==> config.mk <==
export PLATFORM = sky130hd
export DESIGN_NAME = borrow_skip_subtractor
export DESIGN_NICKNAME = d
export VERILOG_FILES = /design/src/rtl/borrow_skip_subtractor.sv
export SDC_FILE = /design/constraint.sdc
export NUM_CORES = 1
export LEC_CHECK = 0
export CAP_MARGIN = 20
export CORE_AREA = 2 2 64 90
export CTS_BUF_LIST = sky130_fd_sc_hd__clkbuf_8
export DETAILED_ROUTE_END_ITERATION = 7
export DIE_AREA = 0 0 66 92
export SYNTH_ARGS = -nofsm -noshare
export SYNTH_HDL_FRONTEND = slang
export SYNTH_SLANG_ARGS = --single-unit
==> constraint.sdc <==
create_clock -name clk -period 3.8 [get_ports clk]
set_input_delay 0.38 -clock clk [delete_from_list [all_inputs] [get_ports clk]]
set_output_delay 0.38 -clock clk [all_outputs]
set_load 0.005 [all_outputs]
==> src/rtl/borrow_skip_subtractor.sv <==
// Multi-cycle borrow-skip subtractor: D = A - B - borrowin, one 4-bit block per clock, LSB first.
// Define BSS_SKIP_COUNT_EN to add the skip_count port counting blocks that took the skip path.
module borrow_skip_subtractor #(
    parameter int WIDTH = 8
) (
    input  logic             clk,
    input  logic             rst_n,
    input  logic             in_valid,
    output logic             in_ready,
    input  logic [WIDTH-1:0] A,
    input  logic [WIDTH-1:0] B,
    input  logic             borrowin,
    output logic             out_valid,
    input  logic             out_ready,
    output logic [WIDTH-1:0] D,
    output logic             borrowout
`ifdef BSS_SKIP_COUNT_EN
    ,
    output logic [$clog2(WIDTH/4+1)-1:0] skip_count
`endif
);

    localparam int NBLK = WIDTH / 4;
    localparam int KW   = (NBLK > 1) ? $clog2(NBLK) : 1;
    localparam logic [KW-1:0] K_ONE  = KW'(1);
    localparam logic [KW-1:0] K_LAST = KW'(NBLK - 1);

    typedef enum logic [1:0] {IDLE, RUN, DONE} state_t;

    state_t           state, state_nx;
    logic [WIDTH-1:0] a_q, b_q, d_q;
    logic             brw_q, bout_q;
    logic [KW-1:0]    k_q;
    logic [3:0]       blk_a, blk_b, blk_d;
    logic             blk_p, blk_bo, c;
    logic             accept, last_blk;

    assign in_ready  = (state == IDLE);
    assign out_valid = (state == DONE);
    assign accept    = in_ready && in_valid;
    assign last_blk  = (k_q == K_LAST);
    assign D         = d_q;
    assign borrowout = bout_q;

    // Ripple borrow within the current block; a fully-equal block forwards its borrow-in.
    always_comb begin
        blk_a = 4'(a_q >> {k_q, 2'b00});
        blk_b = 4'(b_q >> {k_q, 2'b00});
        blk_d = '0;
        blk_p = 1'b1;
        c     = brw_q;
        for (int unsigned i = 0; i < 4; i++) begin
            blk_d[i] = blk_a[i] ^ blk_b[i] ^ c;
            blk_p    = blk_p & ~(blk_a[i] ^ blk_b[i]);
            c        = (~blk_a[i] & blk_b[i]) | (~(blk_a[i] ^ blk_b[i]) & c);
        end
        blk_bo = blk_p ? brw_q : c;
    end

    always_comb begin
        state_nx = state;
        case (state)
            IDLE:    if (in_valid) state_nx = RUN;
            RUN:     if (last_blk) state_nx = DONE;
            DONE:    if (out_ready) state_nx = IDLE;
            default: state_nx = IDLE;
        endcase
    end

    always_ff @(posedge clk or negedge rst_n) begin
        if (!rst_n) state <= IDLE;
        else        state <= state_nx;
    end

    always_ff @(posedge clk or negedge rst_n) begin
        if (!rst_n) begin
            a_q    <= '0;
            b_q    <= '0;
            d_q    <= '0;
            brw_q  <= 1'b0;
            bout_q <= 1'b0;
            k_q    <= '0;
        end else if (accept) begin
            a_q    <= A;
            b_q    <= B;
            d_q    <= '0;
            brw_q  <= borrowin;
            bout_q <= 1'b0;
            k_q    <= '0;
        end else if (state == RUN) begin
            for (int unsigned j = 0; j < NBLK; j++) begin
                if (k_q == KW'(j)) d_q[4*j +: 4] <= blk_d;
            end
            brw_q <= blk_bo;
            if (last_blk) bout_q <= blk_bo;
            else          k_q    <= k_q + K_ONE;
        end
    end

`ifdef BSS_SKIP_COUNT_EN
    localparam int CW = $clog2(NBLK + 1);
    localparam logic [CW-1:0] C_ONE = CW'(1);
    logic [CW-1:0] skip_q;

    always_ff @(posedge clk or negedge rst_n) begin
        if (!rst_n)                      skip_q <= '0;
        else if (accept)                 skip_q <= '0;
        else if (state == RUN && blk_p)  skip_q <= skip_q + C_ONE;
    end

    assign skip_count = skip_q;
`endif

endmodule

==> metrics.md <==
| Metric | Value |
|---|---|
| Crit Path Max Fanout | 13 |
| Util after Layout | 36.7% |
| CTS clk-pin slew, worst paths | 0.06 ns |
| GRT overflow | 0 |
| Leakage | 0.916 nW |
| Sequential area share after synthesis | 49.3% |
| Hold-fix buffers, CTS | 0 |
| Slew headroom | 56.8% |
| TNS Setup | 0 ns |
| Fillers | 542 |
| Num ports | 32 |
| Initial Utilization | 27.4% |
| Diode count | 0 |
| Die width | 66 µm |
| Drt wl/cell | 13.3 µm |
| PnR Total Power | 1.75 mW |
| Max IR drop VDD | 0.210 mV |
| Status | finished clean |
| Initial antenna violation count | 0 |
| Yosys cell types | 27 |
| Dpl cell area | 1850 µm² |
| Worst EP arrival | 3.12 ns |
| #FFs+latches synth | 29 |
| Final #Nets | 175 |
| Total Routed Length | 2.86 mm |
| Finished Cell Area | 1970 µm² |
| Vias in the first global route | 1062 |
| Initial drt markers | 22 |
| Post-route ant nets | 0 |
| H-tree Lvls | 2 |
| Gates resized, CTS repair | 0 |
| Global placer's final weighted congestion | 0.835 |
| Post-Syn Area | 1470 µm² |
| Router iterations before antenna repair | 4 |
| Clock Latency Late Sink | 0.28 ns |
| TritonCTS clock tree | done |
| Required time of the worst setup path | 4.01 ns |
| Vias per inst | 4.36 |
| Hold Crit Class | input pin to async pin |
| Area Overhead vs Synth | 33.7% |
| Hold Fails Final Rpt | 0 |
| First-pass GRT wire length | 4.95 mm |
| Async SR Flop Fraction | 100% |
| Max Slew Vio Count | 0 |
| Share of layout cells above drive strength 1 | 21.1% |
| Port buffer count | 31 |
| Post-synth EDFFs | 0 |
| Worst-margin pin slew | 0.648 ns |
| FF-to-FF setup slack | 0.90 ns |
| Cells after DPL | 206 |
| Yosys warnings | 0 |
| Post-CTS Setup Inserts | 0 |
| Post-route DRC | 0 |
| Maxcap violations | 0 |
| Critical Path Sink Type | flip-flop |
| Core Footprint | 5370 µm² |
| Num Clock Sinks | 29 |
| Post-Syn Nets | 138 |
| CP Class | flip-flop to flip-flop |
| Die ar. | 6070 µm² |
| Ys flop type | dfrtp_1 |
| Maximum clock frequency | 0.344 GHz |
| Syn_area_per_cell | 13.5 µm² |
| Pin count of the biggest net entering global routing | 30 |
| Site Rows | 32 |
| GRT Total Usage | 11.0% |
| PD cells | 886 nW/µm² |
| Synthesized instance count | 109 |
| Clock Skews | 0.00672 ns |
| RSZ-0062 raised after global routing | false |
| CP startpoint kind | flip-flop |
| Final setup viols | 0 |
| Post-DP HPWL | 2.22 mm |
| Tcrit/Tclk final | 76.4% |
| Clk buf depth | 2 |
| Num CTS Buffers | 5 |
| Worst-case reg-to-reg path depth | 10 |
| Reg-to-Reg Start | k_q |
| RR Endpoint | D[3] |
| Die height | 92 µm |
| Vias | 938 |
| Root buf cell | clkbuf_8 |
| Fin cells | 215 |
| Period minus WS final | 2.90 ns |
==> placed cells by master, fill, tap and decap left out, drive strengths merged, types with 2 or more instances in the layout <==
master,Yosys,layout
clkdlybuf4s50,0,31
dfrtp,29,29
mux2,18,18
mux2i,15,15
inv,9,9
nor2,9,9
clkbuf,0,7
fa,4,4
ha,4,4
buf,4,3
o21ai,2,2
nor3b,2,2
==> state kept, by name, summed over array words and instances (netlist names) <==
register	flops
borrowout	1
state	2
b_q	8
brw_q	1
a_q	8
k_q	1
D	8
==> synthesized netlist by cell type, types with 2 or more instances <==
library cell	instances	area [µm²]
fa_1	4	80.1
inv_1	9	33.8
mux2_4	9	135
dfrtp_1	29	726
mux2_2	9	101
mux2i_1	15	150
ha_1	4	50.1
nor2_1	9	33.8
o21ai_0	2	10.0
buf_2	2	10.0
==> critical path: stages, from the launching register on <==
cell and delay (ns):
dfrtp_1 0.72, mux2i_1 0.38, fa_1 0.22, inv_1 0.05, fa_1 0.38, fa_1 0.37
inv_1 0.08, fa_1 0.40, inv_1 0.07, mux2i_1 0.06, nor2_1 0.09
==> cell type report <==
class / instances / area, µm² / area share [%]
flip-flops and latches: 29 / 726 / 36.8
multi-input cells: 67 / 683 / 34.7
repair buffers: 34 / 340 / 17.3
clock buffers: 7 / 96.3 / 4.89
well taps: 68 / 85.1 / 4.32
inverters: 9 / 33.8 / 1.72
clock inverters: 1 / 5.00 / 0.254
==> metrics by stage <==
stage,hold WS [ns],setup slack (ns)
after CTS,0.485,0.860
after detailed placement,0.494,0.868
after floorplan,0.0844,1.14
after global placement,0.497,1.00
after global routing,0.507,0.658
final,0.469,0.897
==> power by group <==
part | switching (mW) | total (mW) | internal [mW]
sequential | 0.127 | 0.578 | 0.451
clock | 0.112 | 0.275 | 0.163
combinational | 0.399 | 0.892 | 0.494
==> layer usage <==
metal | vias to the layer above | wire length [µm] | track usage, %
met3 | 9 | 117 | 3.56
li1 | 445 | - | -
met1 | 458 | 1040 | 11.7
met2 | 26 | 1600 | 18.3
met5 | - | 0 | 0
met4 | 0 | 106 | 6.97
==> how the worst max path moves through the flow <==
stage | cells past startpoint | startpoint | slack [ns] | endpoint
global route | 10 | k_q | 0.66 | D[3]
floorplan | 11 | k_q | 1.14 | D[3]
global placement | 10 | k_q | 1.00 | D[3]
finish | 10 | k_q | 0.90 | D[3]
CTS | 10 | k_q | 0.86 | D[3]
detailed placement | 10 | k_q | 0.87 | D[3]
==> cells by family after synthesis <==
group / count (synthesis) / synth area share [%]
compound gates: 6 / 2.63
fa+ha+maj: 8 / 8.84
buf+inv: 13 / 4.76
flops: 29 / 49.3
mux: 33 / 26.3
simple gates: 20 / 8.24
No activity file was read; power rests on OpenSTA's default activity.
